==> src/rtl/dvp_pkg.sv <==
// Shared types and constants for the RGB565-to-DVP sensor emulator.
package dvp_pkg;

  localparam int CNT_W = 16;

  typedef enum logic [2:0] {
    IDLE,
    VSYNC,
    VBP,
    ACTIVE,
    VFP
  } dvp_state_e;

  localparam int R_MSB = 15;
  localparam int R_LSB = 11;
  localparam int G_MSB = 10;
  localparam int G_LSB = 5;
  localparam int B_MSB = 4;
  localparam int B_LSB = 0;

endpackage

==> src/rtl/dvp_timing_cnt.sv <==
// Horizontal byte counter and per-state line counter with a state-end strobe.
module dvp_timing_cnt
  import dvp_pkg::*;
#(
  parameter logic [CNT_W-1:0] LINE_LEN = 16'd1664
) (
  input  logic             clk,
  input  logic             rst,
  input  logic             run,
  input  logic [CNT_W-1:0] lines,
  output logic [CNT_W-1:0] hcnt_nxt,
  output logic             state_end
);

  logic [CNT_W-1:0] hcnt;
  logic [CNT_W-1:0] vcnt;
  logic             line_end;

  assign line_end  = run && (hcnt == LINE_LEN - 1'b1);
  assign state_end = line_end && (vcnt == lines - 1'b1);
  // Every state spans whole lines, so a state change always lands on hcnt=0.
  assign hcnt_nxt  = (!run || line_end) ? '0 : hcnt + 1'b1;

  always_ff @(posedge clk) begin
    if (rst || !run) begin
      hcnt <= '0;
      vcnt <= '0;
    end else begin
      hcnt <= hcnt_nxt;
      if (state_end)
        vcnt <= '0;
      else if (line_end)
        vcnt <= vcnt + 1'b1;
    end
  end

endmodule

==> src/rtl/dvp_rgb565_tx.sv <==
// Serialises RGB565 pixels onto an 8-bit DVP bus with self-generated frame timing.
//   state  | meaning
//   IDLE   | bus quiet, waiting for enable
//   VSYNC  | vsync high for V_SYNC lines
//   VBP    | blank lines after vsync
//   ACTIVE | V_ACTIVE lines of 2*H_ACTIVE bytes then H_BLANK idle cycles
//   VFP    | blank lines after the last active line; frame_done on the final cycle
module dvp_rgb565_tx
  import dvp_pkg::*;
#(
  parameter int unsigned H_ACTIVE = 800,
  parameter int unsigned V_ACTIVE = 480,
  parameter int unsigned H_BLANK  = 64,
  parameter int unsigned V_SYNC   = 2,
  parameter int unsigned V_BPORCH = 8,
  parameter int unsigned V_FPORCH = 4,
  parameter logic [15:0] FILL     = 16'h0000
) (
  input  logic        clk,
  input  logic        rst,
  input  logic        enable,
  input  logic        pix_valid,
  input  logic [15:0] pix_data,
  input  logic        pix_sof,
  output logic        pix_ready,
  output logic        dvp_vsync,
  output logic        dvp_href,
  output logic [7:0]  dvp_data,
  output logic        frame_done,
  output logic        underflow,
  output logic        sof_err,
  output logic        busy
);

  localparam logic [CNT_W-1:0] ACT_BYTES = CNT_W'(2 * H_ACTIVE);
  localparam logic [CNT_W-1:0] LINE_LEN  = CNT_W'(2 * H_ACTIVE + H_BLANK);
  localparam dvp_state_e AFTER_SYNC = (V_BPORCH != 0) ? VBP : ACTIVE;
  localparam dvp_state_e FIRST_ST   = (V_SYNC != 0) ? VSYNC : AFTER_SYNC;

  dvp_state_e       state, state_nxt;
  logic             frame_start, frame_end;
  logic [CNT_W-1:0] lines;
  logic [CNT_W-1:0] hcnt_nxt;
  logic             state_end;
  logic             href_nxt;
  logic             accept;
  logic             first_pix, first_now;
  logic [15:0]      fetch;
  logic [7:0]       hold_lo;

  dvp_timing_cnt #(.LINE_LEN(LINE_LEN)) u_timing (
    .clk       (clk),
    .rst       (rst),
    .run       (state != IDLE),
    .lines     (lines),
    .hcnt_nxt  (hcnt_nxt),
    .state_end (state_end)
  );

  always_comb begin
    lines = 16'd1;
    case (state)
      VSYNC:   lines = CNT_W'(V_SYNC);
      VBP:     lines = CNT_W'(V_BPORCH);
      ACTIVE:  lines = CNT_W'(V_ACTIVE);
      VFP:     lines = CNT_W'(V_FPORCH);
      default: lines = 16'd1;
    endcase
  end

  always_comb begin
    state_nxt = state;
    frame_end = 1'b0;
    case (state)
      IDLE:    if (enable) state_nxt = FIRST_ST;
      VSYNC:   if (state_end) state_nxt = AFTER_SYNC;
      VBP:     if (state_end) state_nxt = ACTIVE;
      ACTIVE:  if (state_end) begin
                 if (V_FPORCH != 0) state_nxt = VFP;
                 else               frame_end = 1'b1;
               end
      VFP:     if (state_end) frame_end = 1'b1;
      default: state_nxt = IDLE;
    endcase
    if (frame_end)
      state_nxt = enable ? FIRST_ST : IDLE;
    frame_start = enable && ((state == IDLE) || frame_end);
    if (rst) begin
      state_nxt   = IDLE;
      frame_start = 1'b0;
      frame_end   = 1'b0;
    end
  end

  // Outputs are registered from next-cycle timing so an accepted pixel's high byte appears one cycle later.
  assign href_nxt   = (state_nxt == ACTIVE) && (hcnt_nxt < ACT_BYTES);
  assign pix_ready  = href_nxt && !hcnt_nxt[0];
  assign accept     = pix_ready && pix_valid;
  assign fetch      = pix_valid ? pix_data : FILL;
  assign first_now  = frame_start || first_pix;
  assign frame_done = frame_end;
  assign busy       = (state != IDLE);

  always_ff @(posedge clk) begin
    if (rst) begin
      state     <= IDLE;
      dvp_vsync <= 1'b0;
      dvp_href  <= 1'b0;
      dvp_data  <= 8'h00;
      hold_lo   <= 8'h00;
      first_pix <= 1'b0;
      underflow <= 1'b0;
      sof_err   <= 1'b0;
    end else begin
      state     <= state_nxt;
      dvp_vsync <= (state_nxt == VSYNC);
      dvp_href  <= href_nxt;
      if (!href_nxt)
        dvp_data <= 8'h00;
      else if (hcnt_nxt[0])
        dvp_data <= hold_lo;
      else
        dvp_data <= fetch[15:8];
      if (pix_ready)
        hold_lo <= fetch[7:0];
      first_pix <= accept ? 1'b0 : first_now;
      underflow <= (underflow && !frame_start) || (pix_ready && !pix_valid);
      sof_err   <= (sof_err && !frame_start) ||
                   (accept && (first_now ? !pix_sof : pix_sof));
    end
  end

endmodule

==> config.mk <==
export PLATFORM = sky130hd
export DESIGN_NAME = dvp_rgb565_tx
export DESIGN_NICKNAME = d
export VERILOG_FILES = /design/src/rtl/dvp_pkg.sv /design/src/rtl/dvp_timing_cnt.sv /design/src/rtl/dvp_rgb565_tx.sv
export SDC_FILE = /design/constraint.sdc
export NUM_CORES = 1
export LEC_CHECK = 0
export ABC_AREA = 1
export ABC_CLOCK_PERIOD_IN_PS = 5600
export CORE_UTILIZATION = 40
export CTS_BUF_LIST = sky130_fd_sc_hd__clkbuf_2
export DETAILED_ROUTE_END_ITERATION = 8
export GPL_ROUTABILITY_DRIVEN = 0
export PLACE_DENSITY = 0.7
export SLEW_MARGIN = 30
export SYNTH_ARGS = -nofsm -noshare
export SYNTH_HDL_FRONTEND = slang
export SYNTH_SLANG_ARGS = --single-unit
==> constraint.sdc <==
create_clock -name clk -period 5.6 [get_ports clk]
set_clock_uncertainty 0.05 [all_clocks]
set_input_delay 1.4 -clock clk [delete_from_list [all_inputs] [get_ports clk]]
set_output_delay 1.4 -clock clk [all_outputs]
set_load 0.1 [all_outputs]
* Word level (Yosys, flattened, before mapping)
Index checks and enable logic that the tools add are counted.
** Storage, ports and cells
- Register bits :: 56
- Bits of input ports :: 21
- Word-level logic and storage cells :: 66
** Operators by class
- Add/sub/neg operators :: 3
- Order comparisons :: 1
- Eq/ne operators :: 8
- Mux-type cells :: 17
- Bitwise gates (word level) :: 1
- Reductions and logical operators :: 26
** Operators by type and width (number)
- 9-bit one-hot mux with 4 select lines :: 1
- 16-bit by 1-bit adder with 16-bit output, second input constant :: 2
- 16-bit two-way mux :: 2
- 3-bit two-way mux :: 6
- 16-bit by 11-bit equality test with 1-bit output, second input constant :: 1
- 16-bit equality test :: 1
- 16-bit by 11-bit less-than comparator with 1-bit output, second input constant :: 1
- 3-bit one-hot mux with 5 select lines :: 1
- 1-bit logical AND :: 10
- 9-bit by 1-bit subtractor with 10-bit output, second input constant :: 1
- 3-bit by 2-bit equality test with 1-bit output, second input constant :: 3
- 8-bit two-way mux :: 1
- 3-bit by 1-bit equality test with 1-bit output, second input constant :: 2
- 1-bit logical OR :: 6
- 1-bit two-way mux :: 6
- 2-bit OR reduction :: 3
- 1-bit logical NOT :: 5
- 3-bit equality test, second input constant :: 1
- 3-bit logical NOT :: 1
- 3-bit nonzero test :: 1
- 1-bit inverter :: 1

* Depth between registers and ports, before layout
- Word-level depth :: 15
- Depth in mapped cells :: 17

* Hierarchy
Synthesis repeated with hierarchy kept, for this count alone.
** Second synthesis, totals
- Cells, all modules :: 543
- Area, all modules :: 3498.4 um2
** By module, submodules not included
- dvp_timing_cnt :: instances 1, cells each 397, area each 2423.6 um2
- dvp_rgb565_tx :: instances 1, cells each 146, area each 1074.8 um2

* Worst setup path before layout
Ideal clock, no wire load.
- Kind :: flip-flop to output port
- Start point :: register state[2]
- End point :: output frame_done
- Data arrival time :: 4489 ps
- Required time :: 4150 ps
- Slack :: -339 ps
- Stages on the path, launching flop included :: 7
- Cells stage by stage :: dfxtp_1 -> inv_2 -> nand2_1 -> nand3_1 -> nor2_1 -> nand2_1 -> nor4_1
** RTL lines
- start: declaration :: line dvp_rgb565_tx.sv:40 : dvp_state_e state, state_nxt;
- start signal: assignment :: line dvp_rgb565_tx.sv:115 : state <= state_nxt;
- 3-bit nonzero test
- via busy :: line dvp_rgb565_tx.sv:32 : output logic busy
- 1-bit logical AND :: line dvp_timing_cnt.sv:19 : assign line_end = run && (hcnt == LINE_LEN - 1'b1);
- 1-bit logical AND :: line dvp_timing_cnt.sv:20 : assign state_end = line_end && (vcnt == lines - 1'b1);
- 1-bit two-way mux :: line dvp_rgb565_tx.sv:82 : VFP: if (state_end) frame_end = 1'b1;
- 1-bit two-way mux
- 1-bit two-way mux :: line dvp_rgb565_tx.sv:88 : if (rst) begin
- end: declaration :: line dvp_rgb565_tx.sv:29 : output logic frame_done,
The timed path passes the listed nets, and every way through them passes these cells.

* Worst setup path in the final report
- Start point :: input rst
- End point :: output pix_ready
** Between the ends
- Word-level cells in the longest chain between the ends :: 4
** Ends and longest elaborated chain
- start: declaration :: line dvp_rgb565_tx.sv:20 : input logic rst,
- 3-bit two-way mux :: line dvp_rgb565_tx.sv:88
- 3-bit by 2-bit equality test with 1-bit output :: line dvp_rgb565_tx.sv:96 : assign href_nxt = (state_nxt == ACTIVE) && (hcnt_nxt < ACT_BYTES);
- 1-bit logical AND :: line dvp_rgb565_tx.sv:96
- 1-bit logical AND :: line dvp_rgb565_tx.sv:97 : assign pix_ready = href_nxt && !hcnt_nxt[0];
- end: declaration :: line dvp_rgb565_tx.sv:25 : output logic pix_ready,
Every way passes these cells.

==> flow_metrics.tcl <==
set metrics [dict create \
    status "complete, no violations" \
    die_y_um 88.0 \
    cts_root_buf "clkbuf_2" \
    die_w_um 88.0 \
    syn-cell-area_um2 2960 \
    min_period_over_period_pct 85.3 \
    grtUsageMet2_pct 31.1 \
    io_buffers 35 \
    leakage_nw 1.37 \
    finalHoldViolations 0 \
    path_depth 9 \
    r2r-end "hold_lo[3]$_SDFFE_PP0P_" \
    die_area_um2 7750 \
    postCtsHoldBufs 0 \
    core_region_area_um2 6980 \
    busiest_layer "met2" \
    ys_types 30 \
    fin_hold_ws_ns 0.440 \
    r2r_slack_ns 2.99 \
    drt-initial-drc-count 137 \
    yosys.area_share.simple_pct 42.8 \
    syn_inst 444 \
    placed_area_um2 3420 \
    maxSlewViolCount 0 \
    cts_sinks 56 \
    overflow 0 \
    drive_gt1_share_pct 8.75 \
    synth_xor_area_share_pct 2.37 \
    critPathMaxFanout 16 \
    clk_pin_slew_ns 0.28 \
    reg2reg_depth 16 \
    viasPerCell 4.95 \
    stdcell_count 576 \
    crit_top_cell "nor2_4" \
    io_pins 36 \
    antenna_found_initial 0 \
    grt_util_met1_pct 24.8 \
    detail-route-antenna-nets 0 \
    switching_share_pct 25.7 \
    diodes 0 \
    synth_mux_area_share_pct 0 \
    synth-compound-area-share_pct 8.03 \
    rows 30 \
    avgSynthCellArea_um2 6.67 \
    critPathArrivalTime_ns 3.33 \
    finalCriticalPeriod_ns 4.78 \
    pwr-share-comb_pct 8.9 \
    seqPwrFrac_pct 66.3 \
    cts_setup_buffers 0 \
    final_cell_area_um2 3460 \
    worstPathCellList "clkdlybuf4s50_1, nor2_1, o21ai_1, nor2_4, nand3_2, nor2_4, nand2_4, inv_1, buf_12" \
    cts_inserted_buffers 5 \
    tightest_slew_ns 0.989 \
    endpoint_kind "output pin" \
    totalPowerFinal_uw 607 \
    dp.final_hpwl_um 5010 \
    post_cts_resized 0 \
    power_switching_uw 156 \
    grt_pass1_wl_um 11600 \
    path_class "input pin to output pin" \
    cp-startpoint "rst" \
    cts_htree_levels 2 \
    crit_buf_inv 3 \
    critPathLaunchType "input pin" \
    synth_seq_area_share_pct 37.9 \
    synth_adder_area_share_pct 0.845 \
    max-cap-violations 0 \
    vias 2854 \
    power_density_nw_per_um2 176 \
    syn_to_final_growth_pct 16.8 \
    slew_headroom_pct 33.9 \
    rsz0062_at_grt "false" \
    finalWirelength_um 6540 \
    use_met3_pct 2.64 \
    reg2reg_from "u_timing.hcnt[0]$_SDFF_PP0_" \
    dp.cells 568 \
    p_int_uw 451 \
    ir_worst_vdd_uv 78.8 \
    final.setup.tns_ns 0 \
    start_util_pct 42.4 \
    worstPathRequired_ns 4.15 \
    final_cell_mix "107 x nand2_1, 68 x nor2_1, 56 x dfxtp_1" \
    max_freq_mhz 209 \
    synth_warnings 0 \
    dr.pass1.iters 5 \
    slowest_delay_ns 0.72 \
    crit_family "buffers and inverters" \
    ys_seq_elements 56 \
    nets 502 \
    clock_latency_ns 0.44 \
    cts_max_path_buffers 2 \
    critPathSlowestCell "clkdlybuf4s50_1" \
    grt_pass1_vias 2633 \
    syn_nets 467 \
    grt.total_usage_pct 18.5 \
    layout_commonest_cell "nand2_1" \
    hp-class "register to register" \
    grt_start_max_net_pins 20 \
    drc_errors 0 \
    clkPwrFrac_pct 24.8 \
    setup_violations 0 \
    cts_tree "built" \
    synth_top_family_by_area "simple AND/OR/NAND/NOR gates" \
    crit_end "pix_ready" \
    wl_per_cell_um 11.4 \
]
## kinds of logic (layout without fill, tap and decap cells)
kind of cell / Yosys count / in the layout
flops: 56 / 56
xor+xnor: 8 / 8
simple gates: 275 / 275
fa+ha+maj: 2 / 2
buf+inv: 64 / 100
compound gates: 39 / 39
## how the worst min path moves through the flow
stage	depth (start not counted)	endpoint	from	slack [ns]
after global placement	2	hold_lo[3]$_SDFFE_PP0P_	hold_lo[3]$_SDFFE_PP0P_	0.40
after global routing	2	hold_lo[2]$_SDFFE_PP0P_	hold_lo[2]$_SDFFE_PP0P_	0.46
final	2	hold_lo[4]$_SDFFE_PP0P_	hold_lo[4]$_SDFFE_PP0P_	0.44
after detailed placement	2	hold_lo[4]$_SDFFE_PP0P_	hold_lo[4]$_SDFFE_PP0P_	0.41
after floorplan	1	u_timing.hcnt[0]$_SDFF_PP0_	u_timing.hcnt[0]$_SDFF_PP0_	0.39
after CTS	2	hold_lo[4]$_SDFFE_PP0P_	hold_lo[4]$_SDFFE_PP0P_	0.44
## per-stage QoR
stage,util (%),worst slack [ns]
final,49.5,0.823
after global placement,49.0,0.919
after floorplan,-,0.801
after detailed placement,49.0,0.826
after CTS,49.5,0.823
after global routing,49.5,0.715
## power groups by stage
stage	logic [mW]	registers, mW	clock network (mW)
final	0.0539	0.403	0.151
after global routing	0.0582	0.404	0.179
after CTS	0.0536	0.403	0.161
after detailed placement	0.0536	0.410	0
after global placement	0.0535	0.410	0
after floorplan	0.0287	0.413	0
## worst min-delay path, cell delays in order, from the launching register on
cell,delay (ns)
dfxtp_1,0.38
nand2_1,0.06
a21oi_1,0.06
## registers in the layout, summed over array words and instances (netlist names)
signal / flops
dvp_data: 8
dvp_href: 1
dvp_vsync: 1
first_pix: 1
hold_lo: 8
sof_err: 1
state: 3
u_timing.hcnt: 16
u_timing.vcnt: 16
underflow: 1
## layout make-up
type,instances,area (um2)
Fill cell,721,3520
Inverter,57,214
Timing Repair Buffer,35,358
Clock buffer,5,25.0
Sequential cell,56,1120
Tap cell,96,120
Clock inverter,3,13.8
Multi-Input combinational cell,324,1610
## metal layers
| metal | vias up | wire, um |
|---|---|---|
| li1 | 1498 | - |
| met1 | 1286 | 3210 |
| met2 | 63 | 2990 |
| met3 | 7 | 243 |
| met4 | 0 | 94 |
| met5 | - | 0 |
## synth_stat cells
cell type / count / area share (%)
a21oi_2: 8 / 2.4
nand4_1: 13 / 2.7
inv_1: 50 / 6.3
inv_2: 7 / 0.89
o31ai_1: 1 / 0.25
nor3_4: 1 / 0.55
nor2_2: 6 / 1.3
dfxtp_1: 56 / 38
buf_1: 1 / 0.13
a21oi_1: 21 / 3.6
clkbuf_1: 6 / 0.76
o21ai_1: 2 / 0.34
nand3b_1: 8 / 2.0
nor2_1: 68 / 8.6
ha_1: 2 / 0.85
a211oi_1: 2 / 0.51
nand3_2: 2 / 0.68
o21ai_0: 3 / 0.51
nor3_1: 10 / 1.7
nor4_1: 4 / 0.85
nand2_4: 1 / 0.38
o21a_1: 2 / 0.51
xnor2_1: 3 / 0.89
nor4b_1: 1 / 0.30
or2_2: 4 / 0.85
nand2_1: 107 / 14
xor2_1: 5 / 1.5
nor3b_1: 2 / 0.51
nand3_1: 45 / 7.6
nor2_4: 3 / 1.1
Power figures use the tool's default switching activity.
